<file path="src/rtl/mem_port_arbiter_pkg.sv">
// Shared types and constants for the fetch/data memory port arbiter.
// Imported by the arbiter top and its round-robin selector.
package mem_port_arbiter_pkg;

    typedef enum logic [1:0] {
        ARB_IDLE,
        ARB_REQ,
        ARB_RESP
    } arb_state_e;

    typedef enum logic {
        ARB_PORT_IF = 1'b0,
        ARB_PORT_DM = 1'b1
    } arb_port_e;

    localparam int MEM_TIMEOUT_DEFAULT = 64;

    // A disabled timeout (0) still needs a one-bit counter to keep widths legal.
    function automatic int arbCntWidth(input int timeoutCycles);
        return (timeoutCycles < 1) ? 1 : $clog2(timeoutCycles + 1);
    endfunction

endpackage

</file>
<file path="src/rtl/mem_port_arbiter_rr_pick.sv">
// Two-way round-robin selector: a lone requester wins, a tie goes to the
// port that did not own the memory last.
module mem_arb_rr_pick
    import mem_port_arbiter_pkg::*;
(
    input  logic [1:0] i_req,
    input  arb_port_e  i_last_owner,
    output arb_port_e  o_winner
);

    always_comb begin
        o_winner = ARB_PORT_IF;
        if (i_req == 2'b11) begin
            o_winner = (i_last_owner == ARB_PORT_IF) ? ARB_PORT_DM : ARB_PORT_IF;
        end else if (i_req[ARB_PORT_DM]) begin
            o_winner = ARB_PORT_DM;
        end
    end

endmodule

</file>
<file path="src/rtl/mem_port_arbiter.sv">
// Shares one single-ported memory between the fetch (IF) and load/store (DM)
// paths, one transaction at a time, with a response timeout.
module mem_port_arbiter
    import mem_port_arbiter_pkg::*;
#(
    parameter  int ADDR_WIDTH     = 32,
    parameter  int DATA_WIDTH     = 32,
    parameter  int TIMEOUT_CYCLES = MEM_TIMEOUT_DEFAULT,
    localparam int BE_W           = DATA_WIDTH / 8
) (
    input  logic                  clk_i,
    input  logic                  rst_ni,

    input  logic                  if_req_i,
    input  logic [ADDR_WIDTH-1:0] if_addr_i,
    output logic                  if_gnt_o,
    output logic                  if_rvalid_o,

    input  logic                  dm_req_i,
    input  logic [ADDR_WIDTH-1:0] dm_addr_i,
    input  logic                  dm_we_i,
    input  logic [BE_W-1:0]       dm_be_i,
    input  logic [DATA_WIDTH-1:0] dm_wdata_i,
    output logic                  dm_gnt_o,
    output logic                  dm_rvalid_o,

    output logic [DATA_WIDTH-1:0] rsp_rdata_o,
    output logic                  rsp_err_o,

    output logic                  mem_req_o,
    output logic [ADDR_WIDTH-1:0] mem_addr_o,
    output logic                  mem_we_o,
    output logic [BE_W-1:0]       mem_be_o,
    output logic [DATA_WIDTH-1:0] mem_wdata_o,
    input  logic                  mem_gnt_i,
    input  logic                  mem_rvalid_i,
    input  logic [DATA_WIDTH-1:0] mem_rdata_i,
    input  logic                  mem_err_i
);

    localparam int CNT_W = arbCntWidth(TIMEOUT_CYCLES);
    localparam logic [CNT_W-1:0] CNT_MAX  = CNT_W'(TIMEOUT_CYCLES);
    localparam logic [CNT_W-1:0] CNT_LAST = CNT_W'((TIMEOUT_CYCLES > 0) ? TIMEOUT_CYCLES - 1 : 0);

    arb_state_e            r_state;
    arb_port_e             r_owner;
    arb_port_e             r_last_owner;
    logic [ADDR_WIDTH-1:0] r_addr;
    logic                  r_we;
    logic [BE_W-1:0]       r_be;
    logic [DATA_WIDTH-1:0] r_wdata;
    logic [CNT_W-1:0]      r_cnt;

    logic [1:0]            w_req;
    arb_port_e             w_winner;
    logic                  w_in_req;
    logic                  w_in_resp;
    logic                  w_timeout;
    logic                  w_done;

    assign w_req = {dm_req_i, if_req_i};

    mem_arb_rr_pick u_rr_pick (
        .i_req        (w_req),
        .i_last_owner (r_last_owner),
        .o_winner     (w_winner)
    );

    assign w_in_req  = (r_state == ARB_REQ);
    assign w_in_resp = (r_state == ARB_RESP);
    // The counter holds the number of silent RESP cycles already seen, so the
    // timeout fires on the TIMEOUT_CYCLES-th cycle after the grant.
    assign w_timeout = (TIMEOUT_CYCLES != 0) && w_in_resp && !mem_rvalid_i && (r_cnt == CNT_LAST);
    assign w_done    = w_in_resp && (mem_rvalid_i || w_timeout);

    assign mem_req_o   = w_in_req;
    assign mem_addr_o  = r_addr;
    assign mem_we_o    = r_we;
    assign mem_be_o    = r_be;
    assign mem_wdata_o = r_wdata;

    assign if_gnt_o    = w_in_req && mem_gnt_i && (r_owner == ARB_PORT_IF);
    assign dm_gnt_o    = w_in_req && mem_gnt_i && (r_owner == ARB_PORT_DM);
    assign if_rvalid_o = w_done && (r_owner == ARB_PORT_IF);
    assign dm_rvalid_o = w_done && (r_owner == ARB_PORT_DM);
    assign rsp_rdata_o = (w_in_resp && mem_rvalid_i) ? mem_rdata_i : '0;
    assign rsp_err_o   = w_in_resp && (mem_rvalid_i ? mem_err_i : w_timeout);

    always_ff @(posedge clk_i or negedge rst_ni) begin
        if (!rst_ni) begin
            r_state      <= ARB_IDLE;
            r_owner      <= ARB_PORT_IF;
            r_last_owner <= ARB_PORT_DM;
            r_addr       <= '0;
            r_we         <= 1'b0;
            r_be         <= '0;
            r_wdata      <= '0;
            r_cnt        <= '0;
        end else begin
            case (r_state)
                ARB_IDLE: begin
                    if (|w_req) begin
                        r_owner <= w_winner;
                        r_state <= ARB_REQ;
                        if (w_winner == ARB_PORT_IF) begin
                            r_addr  <= if_addr_i;
                            r_we    <= 1'b0;
                            r_be    <= '1;
                            r_wdata <= '0;
                        end else begin
                            r_addr  <= dm_addr_i;
                            r_we    <= dm_we_i;
                            r_be    <= dm_be_i;
                            r_wdata <= dm_wdata_i;
                        end
                    end
                end
                ARB_REQ: begin
                    if (mem_gnt_i) begin
                        r_last_owner <= r_owner;
                        r_cnt        <= '0;
                        r_state      <= ARB_RESP;
                    end
                end
                ARB_RESP: begin
                    if (mem_rvalid_i || w_timeout) begin
                        r_state <= ARB_IDLE;
                    end else if (r_cnt != CNT_MAX) begin
                        r_cnt <= r_cnt + 1'b1;
                    end
                end
                default: r_state <= ARB_IDLE;
            endcase
        end
    end

endmodule

</file>
<file path="config.mk">
export PLATFORM = sky130hd
export DESIGN_NAME = mem_port_arbiter
export DESIGN_NICKNAME = d
export VERILOG_FILES = /design/src/rtl/mem_port_arbiter_pkg.sv /design/src/rtl/mem_port_arbiter_rr_pick.sv /design/src/rtl/mem_port_arbiter.sv
export SDC_FILE = /design/constraint.sdc
export NUM_CORES = 1
export LEC_CHECK = 0
export CAP_MARGIN = 10
export CORE_ASPECT_RATIO = 1.1
export CORE_MARGIN = 3
export CORE_UTILIZATION = 36
export CTS_CLUSTER_SIZE = 12
export DETAILED_ROUTE_END_ITERATION = 16
export PLACE_DENSITY = 0.78
export SLEW_MARGIN = 20
export SYNTH_ARGS = -nofsm -noshare
export SYNTH_HDL_FRONTEND = slang
export SYNTH_SLANG_ARGS = --single-unit
</file>
<file path="constraint.sdc">
create_clock -name clk_i -period 2.1 [get_ports clk_i]
set_clock_uncertainty 0.1 [all_clocks]
set_input_delay 0.315 -clock clk_i [delete_from_list [all_inputs] [get_ports clk_i]]
set_output_delay 0.315 -clock clk_i [all_outputs]
set_load 0.05 [all_outputs]
</file>
## Yosys cells after proc, flatten, opt, wreduce, memory -nomap -nowiden

Cells that the tools add are included.
Widths: inputs -> output; s select.

| word-level totals | value |
|---|---|
| register bits after elaboration | 80 |
| ROM bits | 0 |
| logic and storage cells | 56 |
| output and inout bits | 107 |
| memory bits (writable) | 0 |
| latch bits | 0 |
| memories | 0 |

| operators by class | value |
|---|---|
| div/mod/pow operators | 0 |
| multipliers | 0 |
| add/sub/neg operators | 1 |
| shifts and indexed selects | 0 |
| reductions and logical operators | 19 |
| bitwise operators | 1 |
| order comparisons | 0 |
| muxes and demuxes | 17 |
| eq/ne operators | 10 |

Operators by type and width:

| operator | count |
|---|---|
| $mux 32 | 3 |
| $mux 7 | 3 |
| $pmux 7 s2 | 1 |
| $logic_and 1x1->1 | 10 |
| $add 7x1->7 const B | 1 |
| $eq 7x6->1 const B | 1 |
| $ne 7x7->1 const B | 1 |
| $mux 2 | 3 |
| $ne 2x2->1 const B | 3 |
| $pmux 2 s3 | 1 |
| $mux 1 | 5 |
| $eq 2x2->1 const B | 2 |
| $mux 4 | 1 |
| $ne 2x1->1 const B | 2 |
| $reduce_and 2->1 | 2 |
| $reduce_and 4->1 | 1 |
| $reduce_and 3->1 | 1 |
| $eq 2x1->1 const B | 1 |
| $logic_not 2->1 | 1 |
| $reduce_bool 2->1 | 1 |
| $reduce_or 2->1 | 1 |
| $logic_not 1->1 | 1 |
| $logic_or 1x1->1 | 1 |
| $not 1->1 | 1 |

## Longest topological paths before layout

Gate-level depths: netlist of run 1.

| logic depth | value |
|---|---|
| depth in word-level cells | 6 |
| mapped depth | 7 |

## By module

Synthesis of run 1 repeated with hierarchy kept, for this count alone.

| unflattened totals | value |
|---|---|
| cell total of the unflattened synthesis | 401 |
| area total of the unflattened synthesis | 3746.1 um^2 |

By module, submodules not included:

| module | instances | cells an instance | area an instance (um^2) |
|---|---|---|---|
| mem_port_arbiter | 1 | 400 | 3734.8 |
| mem_arb_rr_pick | 1 | 1 | 11.3 |

## Least setup slack after synthesis of run 1

OpenSTA, ideal clock, no wires.

| path | value |
|---|---|
| path type | flip-flop to output port |
| from | register r_cnt[0] |
| to | output port rsp_err_o |
| data arrival time | 1955 ps |
| data required time | 1685 ps |
| setup slack | -270 ps |
| cell stages (with the launch flop) | 6 |
| path buffers | 0 |
| path through | dfrtp_1 -> ha_1 -> nand3_1 -> nor3_1 -> mux2i_1 -> nor2b_1 |

| on the way | value |
|---|---|
| cells in the longest elaborated chain, start to end | 4 |

Ends and longest elaborated chain:

| element | line | RTL |
|---|---|---|
| start, declared | mem_port_arbiter.sv:52 | `logic [CNT_W-1:0] r_cnt;` |
| start signal, assigned | mem_port_arbiter.sv:129 | `r_cnt <= r_cnt + 1'b1;` |
| $eq 7x6->1 | mem_port_arbiter.sv:73 | `assign w_timeout = (TIMEOUT_CYCLES != 0) && w_in_resp && !mem_rvalid_i && (r_cnt == CNT_LAST);` |
| $logic_and 1x1->1 | mem_port_arbiter.sv:73 |  |
| $mux 1 | mem_port_arbiter.sv:87 | `assign rsp_err_o = w_in_resp && (mem_rvalid_i ? mem_err_i : w_timeout);` |
| $logic_and 1x1->1 | mem_port_arbiter.sv:87 |  |
| end, declared | mem_port_arbiter.sv:28 | `output logic rsp_err_o,` |

Every way passes these cells.

## Worst setup path after layout of run 1

Ends and elaborated chain as after synthesis.

==> results of run 1 <==
==> cell families (layout without fill, tap and decap cells) <==
logic type | after synthesis | in the layout
compound gates | 91 | 91
simple gates | 89 | 89
flops | 80 | 80
mux | 34 | 34
buf+inv | 31 | 296
fa+ha+maj | 2 | 2
other cells | 0 | 1
==> area by class of cell <==
| class | instances | share of cell area, % |
|---|---|---|
| multi-input cells | 216 | 22.18 |
| repair buffers | 274 | 44.31 |
| well taps | 117 | 2.088 |
| flip-flops and latches | 80 | 28.57 |
| clock inverters | 4 | 0.4283 |
| clock buffers | 12 | 2.070 |
| diodes | 1 | 0.03569 |
| inverters | 6 | 0.3212 |
==> state kept, by name, summed over array words and instances, names as in the netlist <==
signal and cells:
mem_addr_o 32, r_cnt 7, r_owner 1, mem_we_o 1, r_state 2, mem_be_o 4
r_last_owner 1, mem_wdata_o 32
==> layer usage <==
layer / track usage, % / vias up / routed length, µm
met1: 25.39 / 1730 / 4571
met2: 39.62 / 181 / 6533
li1: - / 1702 / -
met4: 6.826 / 0 / 174
met3: 9.377 / 9 / 1354
met5: 0 / - / 0
==> cell usage after synthesis, drive strengths merged, types with 4 or more instances <==
library cell,count
dfrtp,79
o21ai,40
nand2,37
mux2i,34
a22o,33
and3,32
clkbuf,18
buf,7
nor2,7
inv,6
o22a,4
==> path summary, 6_finish.rpt <==
check                                               to  cells after the start
setup / recovery                             rsp_err_o                      6
hold / removal               mem_addr_o[3]$_DFFE_PN0P_                      2
setup reg to reg                  r_cnt[2]$_DFFE_PN0P_                      8
hold reg to reg              mem_addr_o[3]$_DFFE_PN0P_                      2
max in group asynchronous    mem_addr_o[1]$_DFFE_PN0P_                      3
min in group asynchronous  mem_wdata_o[25]$_DFFE_PN0P_                      2
==> what timing repair did <==
action / 4_1_cts / 5_1_grt
gates cloned: 1 / 0
buffers inserted: 6 / 4
hold buffers: 1 / 0
pin swaps: 4 / 3
hold endpoints to repair: 36 / 0
setup endpoints to repair: 5 / 21
resized for setup: 9 / 5
==> worst min-delay path, delay by kind of cell (launching register included) <==
kind / cells / cell delay [ps]
AOI/OAI and AO/OA: 1 / 60
DFF: 1 / 350
and+or+nand+nor: 1 / 40
==> power groups by stage <==
stage | registers, W | clock network [W] | logic [W]
after floorplan | 0.00451 | 0 | 0.00155
after global routing | 0.00264 | 0.00110 | 0.00625
after global placement | 0.00255 | 0 | 0.00579
after CTS | 0.00256 | 0.00104 | 0.00597
final | 0.00256 | 0.00101 | 0.00595
after detailed placement | 0.00257 | 0 | 0.00588
==> stage by stage <==
step           worst slack [ps]  TNS [ps]
2_1_floorplan             14.48         0
3_3_place_gp             -86.62    -217.5
3_5_place_dp             -99.67    -273.1
4_1_cts                   3.150         0
5_1_grt                  -102.2    -244.0
6_report                  3.361         0
==> results_dict.tcl, run 1 <==
set metrics [dict create \
    seq_area_frac_synth_pct 55.71 \
    dp.cells 682 \
    maxCapViolations 0 \
    cp_slowest_cell "dfrtp_1" \
    power_density_nw_per_um2 1357 \
    ys_warn_count 0 \
    multiInputGateArea_um2 1555 \
    cp.required_ps 1680 \
    grt_first_pass_wirelength_um 20170 \
    yosysTopAreaCell "dfrtp_1" \
    ys_ff_latch 80 \
    placed_area_um2 6696 \
    fin_area_um2 7012 \
    hpwl_um 9820 \
    rows 37 \
    fillers 663 \
    drive_gt1_share_pct 16.55 \
    finalCritPeriodShare_pct 99.84 \
    coreArea_um2 9537 \
    io_pins 247 \
    cts.sinks 80 \
    drtIter0Drc 153 \
    status "finished, final reports clean" \
    hp-class "reg -> reg" \
    rsz0062_at_grt "true" \
    crit_path_cell_trace "ha_4 > nand3_4 > nor3_4 > mux2i_1 > nor2b_2 > buf_12" \
    internal_power_w 0.004877 \
    die_area_um2 11230 \
    power.leakage_nw 3.102 \
    critPathArrivalTime_ps 1680 \
    p_clk_share_pct 10.6 \
    antenna_left 0 \
    drcViolationCount 0 \
    cts_tree "done" \
    synth_xor_area_share_pct 0 \
    grt.total_usage_pct 22.91 \
    yosys_most_used_dff "dfrtp_1" \
    die_w_um 101.3 \
    die_y_um 110.8 \
    cts.clk_slew.worst_paths_ps 80 \
    comb_power_share_pct 62.5 \
    netlist_area_um2 3596 \
    cts_root_buf "clkbuf_8" \
    final_common_cell "clkdlybuf4s50_1" \
    fin_nets 729 \
    wirelength_um 12630 \
    crit_buf_inv 1 \
    fin_crit_ps 2097 \
    crit_type "reg -> out" \
    vias 3622 \
    synth_edf_count 0 \
    syn_to_final_growth_pct 94.99 \
    slew_headroom_pct 63.01 \
    synth_nets 469 \
    synth_cell_types 36 \
    initial_utilization_pct 37.71 \
    synth.mux.area_fraction_pct 9.464 \
    portBuffers 246 \
    synth_fa_ha_area_share_pct 0.6959 \
    syn_area_per_cell_um2 11.00 \
    clockBufferDepth 2 \
    dr.pass1.iters 4 \
    crit_fanout 3 \
    synth-simple-area-share_pct 12.63 \
    yosys-top-cells-area "dfrtp_1 (55%), mux2i_1 (9.5%), a22o_1 (8.0%)" \
    cp-start-kind "flop" \
    ir_worst_vdd_v 0.0008874 \
    timing_hold_violations_final 0 \
    worstReg2RegStart "r_cnt[0]$_DFFE_PN0P_" \
    synthDominantCellAreaShare_pct 54.98 \
    cts_htree_levels 3 \
    path_delay_family "simple AND/OR/NAND/NOR gates" \
    numCtsBuffers 9 \
    crit_start "r_cnt[0]$_DFFE_PN0P_" \
    grt_overflow 0 \
    postLayoutCoreUtil_pct 73.52 \
    seqCellArea_um2 2003 \
    grt_start_max_net_pins 73 \
    r2r_setup_slack_ps 80 \
    maxSlewViolCount 0 \
    grt_pass1_vias 3823 \
    power_frac_seq_pct 26.9 \
    critPathCaptureType "output port" \
    worstMarginPinSlew_ps 553.2 \
    p_total_w 0.009516 \
    switching_share_pct 48.75 \
    synth_cells 327 \
    slowest_delay_ps 410 \
    ys_async_sr_fraction_pct 100.0 \
    fmax_ghz 0.4770 \
    gp_congestion 0.7944 \
    synth_top_family_by_area "compound AO/OA/AOI/OAI gates" \
    p_switching_w 0.004638 \
    hold_start "mem_addr_o[3]$_DFFE_PN0P_" \
    finalSetupViolations 0 \
    viasPerCell 5.101 \
    wl_per_cell_um 17.79 \
    layout_common_cells "clkdlybuf4s50_1 (207), dfrtp_1 (79), buf_12 (42)" \
    antenna_found_initial 1 \
    layout.cells.non_filler 710 \
    synth-compound-area-share_pct 17.85 \
    clock_insertion_delay_worst_skew_ps 340 \
    whs_ps 380.9 \
]
(Power assumes the default switching activity.)
==> run 2, diff against run 1 <==
Settings changed: CORE_UTILIZATION 36 to 38, PLACE_DENSITY 0.78 to 0.82.
Clock period 2.1 ns to 2.45 ns, I/O delays scaled along.
==> run 2 against run 1 <==
Global-route usage decreased by 0.14 points. Sequential share of layout area increased by 0.77 points. Core utilization increased by 1.9 points. Final area decreased by 2.6%. Clock-buffer cell count increased by 1. Sequential cell count unchanged. Register-to-register slack improved by 380 ps. Highest routed layer unchanged. Wire length decreased by 2.6%. Die area decreased by 5.0%. Total power decreased by 15%. Cell count decreased by 3.2%.
==> results_dict.tcl, run 2 (synthesis results as in run 1) <==
set metrics [dict create \
    crit_type "reg -> out" \
    worstMarginPinSlew_ps 612.0 \
    syn_to_final_growth_pct 89.87 \
    initial_utilization_pct 39.72 \
    grt_first_pass_wirelength_um 19000 \
    hp-class "reg -> reg" \
    die_area_um2 10670 \
    critPathCaptureType "output port" \
    grt_pass1_vias 3615 \
    drive_gt1_share_pct 12.57 \
    cts.sinks 80 \
    coreArea_um2 9054 \
    fmax_ghz 0.4363 \
    cts_root_buf "clkbuf_8" \
    drcViolationCount 0 \
    dr.pass1.iters 4 \
    gp_congestion 0.8676 \
    antenna_left 0 \
    fin_crit_ps 2292 \
    hpwl_um 9625 \
    maxCapViolations 0 \
    antenna_cells 0 \
    timing_hold_violations_final 0 \
    slew_headroom_pct 59.07 \
    viasPerCell 5.109 \
    cp.required_ps 1980 \
    fin_nets 710 \
    cts_tree "done" \
    die_y_um 108.0 \
    power.leakage_nw 3.026 \
    cp-start-kind "flop" \
    wirelength_um 12300 \
    fin_tns_setup_ps 0 \
    rsz0062_at_grt "false" \
    finalCritPeriodShare_pct 93.56 \
    fin_area_um2 6828 \
    antenna_found_initial 0 \
    clockBufferDepth 2 \
    wl_per_cell_um 17.91 \
    cts_htree_levels 3 \
    cts.clk_slew.worst_paths_ps 70 \
    clock_insertion_delay_worst_skew_ps 330 \
    reg2reg_depth 4 \
    finalSetupViolations 0 \
    rows 36 \
    grt.total_usage_pct 22.77 \
    final_common_cell "clkdlybuf4s50_1" \
    power_density_nw_per_um2 1191 \
    crit_fanout 6 \
    grt_overflow 0 \
    maxSlewViolCount 0 \
    critPathArrivalTime_ps 1820 \
    cts_setup_buffers 0 \
    numCtsBuffers 9 \
    holdPathStages 2 \
    io_pins 247 \
    ir_worst_vdd_v 0.0008968 \
    drtIter0Drc 98 \
    die_w_um 98.75 \
    status "finished, final reports clean" \
    layout_common_cells "clkdlybuf4s50_1 (207), dfrtp_1 (79), buf_12 (41)" \
    grt_start_max_net_pins 98 \
    placed_area_um2 6590 \
    vias 3510 \
    portBuffers 246 \
]
==> run 2: changes by cell type in the layout (fill, tap and decap cells not counted), moves of 2 or more <==
cell      delta
nor2_2       -2
clkbuf_8     +2
clkinv_4     -2
nor2_1       +4
nor2_4       -2
buf_4       -17
==> run 2: where the power goes <==
group          total [W]  switching (W)  leakage, nW  internal, W
combinational    0.00493        0.00312         1.91      0.00181
sequential       0.00220       0.000331         1.01      0.00187
clock            0.00100       0.000452        0.109     0.000552
==> run 2: cell type report <==
type | count | area (µm²)
inverters | 6 | 22.52
well taps | 114 | 142.6
fillers | 604 | 2226
repair buffers | 255 | 2948
clock inverters | 3 | 40.04
multi-input cells | 216 | 1503
clock buffers | 13 | 168.9
flip-flops and latches | 80 | 2003
==> run 2: worst max-delay path, cell delays in order (launching register included) <==
cell and delay, ps:
dfrtp_1 430, and2b_2 250, clkdlybuf4s50_1 810
==> run 2: path summary, 6_finish.rpt <==
check | startpoint | to | slack, ps
max | r_state[1]$_DFFE_PN0P_ | mem_req_o | 160
min | mem_addr_o[10]$_DFFE_PN0P_ | mem_addr_o[10]$_DFFE_PN0P_ | 380
max reg2reg | r_state[0]$_DFFE_PN0P_ | r_cnt[5]$_DFFE_PN0P_ | 460
min reg2reg | mem_addr_o[10]$_DFFE_PN0P_ | mem_addr_o[10]$_DFFE_PN0P_ | 380
max in group asynchronous | rst_ni | mem_addr_o[10]$_DFFE_PN0P_ | 1180
min in group asynchronous | rst_ni | mem_wdata_o[16]$_DFFE_PN0P_ | 450
==> run 2: repair_timing <==
item | 4_1_cts | 5_1_grt
endpoints found under the setup margin | 3 | 4
hold endpoints to repair | 37 | 0
hold buffers | 1 | 0
gates resized for setup | 1 | 3
pin swaps | 0 | 2
==> run 2: metal layers <==
layer	share of wire [%]	up-vias	GRT usage (%)
met3	9.6	12	8.581
met1	38	1657	26.72
met4	1.9	0	6.927
met2	50	183	38.82
met5	0	-	0
li1	-	1658	-
==> run 2: metrics by stage <==
stage | std cells | setup slack (ps) | total power (W) | hold WS, ps | utilization (%)
after floorplan | 327 | 27.49 | 0.005186 | -28.09 | -
after global placement | 670 | 184.6 | 0.007074 | 266.9 | 72.79
after detailed placement | 670 | 143.7 | 0.007170 | 272.2 | 72.79
after CTS | 687 | 25.37 | 0.008199 | 387.1 | 75.26
after global routing | 687 | 43.82 | 0.008538 | 406.8 | 75.41
final | 687 | 157.8 | 0.008134 | 381.1 | 75.41
==> run 3, diff against run 2 <==
Settings changed: PLACE_DENSITY 0.82 to 0.94.
==> run 3 against run 2 <==
Sequential cell count unchanged. Maximum frequency down 3.3%. First-iteration DRC count up 6.1%. Sequential power about the same. Critical endpoint is now rsp_err_o. Clock-buffer cell count down 3. Wire length up 2.3%. Hold slack worse by 1.1 ps. Total power up 2.7%. Sequential share of layout area down 0.33 points.
==> results_dict.tcl, run 3 (synthesis results as in run 1) <==
set metrics [dict create \
    grt_first_pass_wirelength_um 19090 \
    status "finished, final reports clean" \
    layout_setup_ws_ps 78.40 \
    cts_tree "done" \
    drtIter0Drc 104 \
    die_area_um2 10670 \
    finalCritPeriodShare_pct 96.80 \
    vias 3582 \
    coreArea_um2 9054 \
    finalSetupViolations 0 \
    antenna_cells 0 \
    whs_ps 380.1 \
    critPathArrivalTime_ps 1900 \
    grt_pass1_vias 3709 \
    worstMarginPinSlew_ps 554.9 \
    power_density_nw_per_um2 1210 \
    layout_common_cells "clkdlybuf4s50_1 (208), dfrtp_1 (79), buf_12 (40)" \
    cp.required_ps 1980 \
    viasPerCell 5.154 \
    antenna_found_initial 0 \
    hpwl_um 9726 \
    internal_power_w 0.004412 \
    critPathCaptureType "output port" \
    io_pins 247 \
    grt_start_max_net_pins 66 \
    fin_area_um2 6907 \
    numCtsBuffers 9 \
    final_common_cell "clkdlybuf4s50_1" \
    reg2reg_depth 7 \
    holdPathStages 2 \
    cts.clk_slew.worst_paths_ps 90 \
    fmax_ghz 0.4217 \
    p_switching_w 0.003943 \
    p_clk_share_pct 13.6 \
    fin_crit_ps 2372 \
    syn_to_final_growth_pct 92.07 \
    maxSlewViolCount 0 \
    fin_tns_setup_ps 0 \
    die_y_um 108.0 \
    switching_share_pct 47.19 \
    initial_utilization_pct 39.72 \
    use_met3_pct 4.903 \
    wl_per_cell_um 18.10 \
    timing_hold_violations_final 0 \
    slew_headroom_pct 62.89 \
    multiInputGateArea_um2 1499 \
    cp-start-kind "flop" \
    pre_cts_slack_ps 96.98 \
    crit_type "reg -> out" \
    fin_nets 719 \
    grt.total_usage_pct 22.59 \
    fillers 576 \
    cts_htree_levels 3 \
    clock_insertion_delay_worst_skew_ps 330 \
    power_frac_seq_pct 26.3 \
    rows 36 \
    postLayoutCoreUtil_pct 76.29 \
    grt_use_met1_pct 27.20 \
    crit_fanout 7 \
    cts_root_buf "clkbuf_8" \
    wirelength_um 12580 \
    power.leakage_nw 3.066 \
    hp-class "reg -> reg" \
    cts.sinks 80 \
    dr.pass1.iters 4 \
    drive_gt1_share_pct 13.77 \
    ir_worst_vdd_v 0.0007430 \
    die_w_um 98.75 \
    gp_congestion 0.9355 \
    busiest_layer "met2" \
    antenna_left 0 \
    seqCellArea_um2 2003 \
    grt_overflow 0 \
    maxCapViolations 0 \
    drcViolationCount 0 \
    placed_area_um2 6625 \
    grt_use_met2_pct 40.74 \
    clockBufferDepth 2 \
    portBuffers 246 \
    comb_power_share_pct 60.1 \
]
-- run 3: cell types whose count changed in the layout (fill, tap and decap cells not counted), sizes merged --
cell	change
clkinv	-1
clkdlybuf4s50	+1
clkbuf	-3
buf	+8
bufinv	+2
clkinvlp	+1
-- run 3: power groups by stage --
stage	Clock, W	Combinational (W)	Sequential (W)
after detailed placement	0	0.00502	0.00221
after global routing	0.00121	0.00524	0.00226
after floorplan	0	0.00132	0.00387
after global placement	0	0.00490	0.00218
final	0.00114	0.00502	0.00220
after CTS	0.00116	0.00504	0.00220
-- run 3: path summary, 6_finish.rpt --
| kind | start | end | slack [ps] |
|---|---|---|---|
| setup / recovery | r_cnt[1]$_DFFE_PN0P_ | rsp_err_o | 80 |
| hold reg to reg | mem_addr_o[3]$_DFFE_PN0P_ | mem_addr_o[3]$_DFFE_PN0P_ | 380 |
| setup reg to reg | r_cnt[0]$_DFFE_PN0P_ | r_cnt[5]$_DFFE_PN0P_ | 300 |
| min in group asynchronous | rst_ni | mem_addr_o[18]$_DFFE_PN0P_ | 430 |
| hold / removal | mem_addr_o[3]$_DFFE_PN0P_ | mem_addr_o[3]$_DFFE_PN0P_ | 380 |
| max in group asynchronous | rst_ni | r_last_owner$_DFFE_PN1P_ | 1170 |
-- run 3: worst max-delay path: stages (launching register included) --
cell	delay (ps)
dfrtp_1	400
ha_2	220
nand3_2	120
nor3_2	220
buf_4	180
mux2i_1	90
nor2b_2	180
buf_12	160
-- run 3: final cells by class --
class / count / area share (%)
Timing Repair Buffer: 264 / 43.51
Inverter: 6 / 0.3261
Tap cell: 114 / 2.065
Clock inverter: 5 / 1.540
Multi-Input combinational cell: 216 / 21.70
Clock buffer: 10 / 1.848
Sequential cell: 80 / 29.00
-- run 3: repair_timing --
action                     in CTS  in global routing
hold endpoints to repair       32                  0
setup endpoints to repair       1                  3
hold buffers                    1                  0
gates cloned                    0                  0
resized for setup               1                  3
buffers inserted                1                  2
-- run 3: metrics by stage --
stage               total power [W]  cells
CTS                        0.008404    693
detailed placement         0.007232    676
floorplan                  0.005186    327
global route               0.008715    695
finish                     0.008355    695
global placement           0.007086    676
-- run 3: layer usage --
metal | up-vias | share of wire [%]
li1 | 1682 | -
met1 | 1726 | 38
met2 | 157 | 55
met3 | 17 | 6.3
met4 | 0 | 1.5
met5 | - | 0
==> edit, RTL diff (config.mk and constraints of run 1) <==
Change the parameter `DATA_WIDTH` from 32 to 48.
--- a/src/rtl/mem_port_arbiter.sv
+++ b/src/rtl/mem_port_arbiter.sv
@@ -4,7 +4,7 @@
     import mem_port_arbiter_pkg::*;
 #(
     parameter  int ADDR_WIDTH     = 32,
-    parameter  int DATA_WIDTH     = 32,
+    parameter  int DATA_WIDTH     = 48,
     parameter  int TIMEOUT_CYCLES = MEM_TIMEOUT_DEFAULT,
     localparam int BE_W           = DATA_WIDTH / 8
 ) (
Ports: changed (6 resized); port bits go from 247 to 315. The function was not compared with the original's and may differ.
==> edit against run 1 <==
Total power increased by 26%; wire length increased by 34%; worst setup slack got worse by 2.9 ps; core utilization increased by 1.4 points; largest power group unchanged; design area increased by 24%; area after synthesis increased by 21%; first-iteration DRC count increased by 29%; sequential cell count increased by 18.
==> edit: results (changes against run 1) <==
Drt
  • Routed len/inst: 19.8 um (+11%)
  • Vias: 4,355 (+20%)
  • Met2 WL: 8.79 mm (+35%)
  • DR WL met3: 1.54 mm (+13%)
  • DR iter-0 viols: 198 (+29%)
  • WL met1: 6.24 mm (+37%)

Placement
  • Placed Cells: 833 (+22%)
  • DP HPWL: 13.3 mm (+35%)
  • Port Buffers: 314 (+28%)
  • Routability cong.: 0.938 (+18%)
  • Dpl ws: -122 ps (-22.3 ps)

Logic synthesis
  • Register area share after synthesis: 56.6% (+0.90 points)
  • Syn nets: 563 (+20%)
  • Synth cell count leaders: dfrtp_1, a22o_1, and3_1
  • Top post-synthesis cells by area: dfrtp_1, a22o_1, mux2i_1, and3_1, o21ai_0
  • Syn avg cell area: 11.2 um^2 (+1.8%)
  • Synth Area in Adders: 0.577% (-0.12 points)
  • Distinct cells, synth: 37 (+2.8%)

Critical path
  • Reg-to-reg setup timing slack: 100 ps (+20 ps)
  • Critical-path maximum fanout: 7 (+4)
  • Worst r2r src: r_cnt[1]
  • Reg-to-reg endpoint: r_cnt[5]

Status
  • Status: complete, no violations

Final layout
  • Fillers: 764 (+15%)
  • NumNets Final: 878 (+20%)
  • Post-Layout Cell Count: 857 (+21%)
  • Diodes inserted: 0 (-1)

Global route
  • Largest net degree at the start of global routing: 88 (+21%)
  • Vias in the first global route: 4,679 (+22%)
  • GRT Util Overall: 25.0% (+2.1 points)
  • First-pass GRT wire length: 26.2 mm (+30%)

Power and ir drop
  • Max VDD drop: 911 uV (+2.7%)
  • Leakage: 3.86 nW (+24%)

Clocking
  • Root buf cell: clkbuf_16

Min path
  • HP Class: input port to asynchronous set/reset pin
==> edit: changes by cell type in the layout (fill, tap and decap cells not counted), moves of 9 or more <==
| cell | delta |
|---|---|
| a22o_1 | +16 |
| and3_1 | +16 |
| buf_12 | +16 |
| clkbuf_16 | +9 |
| clkbuf_8 | -10 |
| clkdlybuf4s50_1 | +47 |
| dfrtp_1 | +17 |
==> edit: repair_timing <==
item / 4_1_cts / 5_1_grt
buffers inserted: 5 / 2
setup endpoints to repair: 3 / 29
endpoints found under the hold margin: 27 / 0
gates resized for setup: 6 / 12
hold buffers: 1 / 0
pin swaps: 2 / 4
==> edit: worst max path at each step <==
stage	from	end	slack, ps	depth (start not counted)
CTS	r_state[1]	if_rvalid_o	6	5
detailed placement	mem_rvalid_i	r_cnt[5]	-120	5
global route	r_cnt[2]	rsp_err_o	-90	6
floorplan	r_state[1]	dm_gnt_o	10	3
finish	r_cnt[2]	rsp_err_o	0.5	6
global placement	mem_rvalid_i	r_cnt[5]	-100	5
==> edit: worst max-delay path, cell delays in order (launching register included) <==
cell	delay [ps]
dfrtp_1	520
nand3_4	140
nor3_4	200
buf_6	130
mux2i_4	50
nor2b_2	160
buf_12	150
==> edit: kinds of logic (layout without fill, tap and decap cells) <==
kind of cell / after synthesis / after routing
compound gates: 109 / 109
simple gates: 105 / 105
flops: 98 / 98
buf+inv: 39 / 359
mux: 34 / 34
fa+ha+maj: 2 / 2
==> edit: stage by stage <==
stage                     hold slack, ps  instance area [um^2]
after CTS                            348                  8610
after global placement               169                  8260
final                                359                  8690
after floorplan                    -80.6                  4360
after detailed placement             171                  8260
after global routing                 364                  8690
==> edit: cell type report <==
cell class,count,area (um^2),area share (%)
Timing Repair Buffer,337,3910,44.9
Sequential cell,98,2450,28.3
Multi-Input combinational cell,250,1840,21.2
Clock buffer,9,225,2.59
Tap cell,150,188,2.16
Clock inverter,7,51.3,0.590
Inverter,6,22.5,0.259
==> edit: report_power, final <==
group	switching, mW	internal [mW]
clock	0.731	0.812
combinational	4.57	2.72
sequential	0.473	2.66
==> edit: layer usage <==
layer / GRT usage [%] / vias to the layer above
li1: - / 2033
met2: 44.0 / 220
met4: 7.70 / 2
met3: 8.98 / 28
met5: 0 / -
met1: 28.5 / 2072
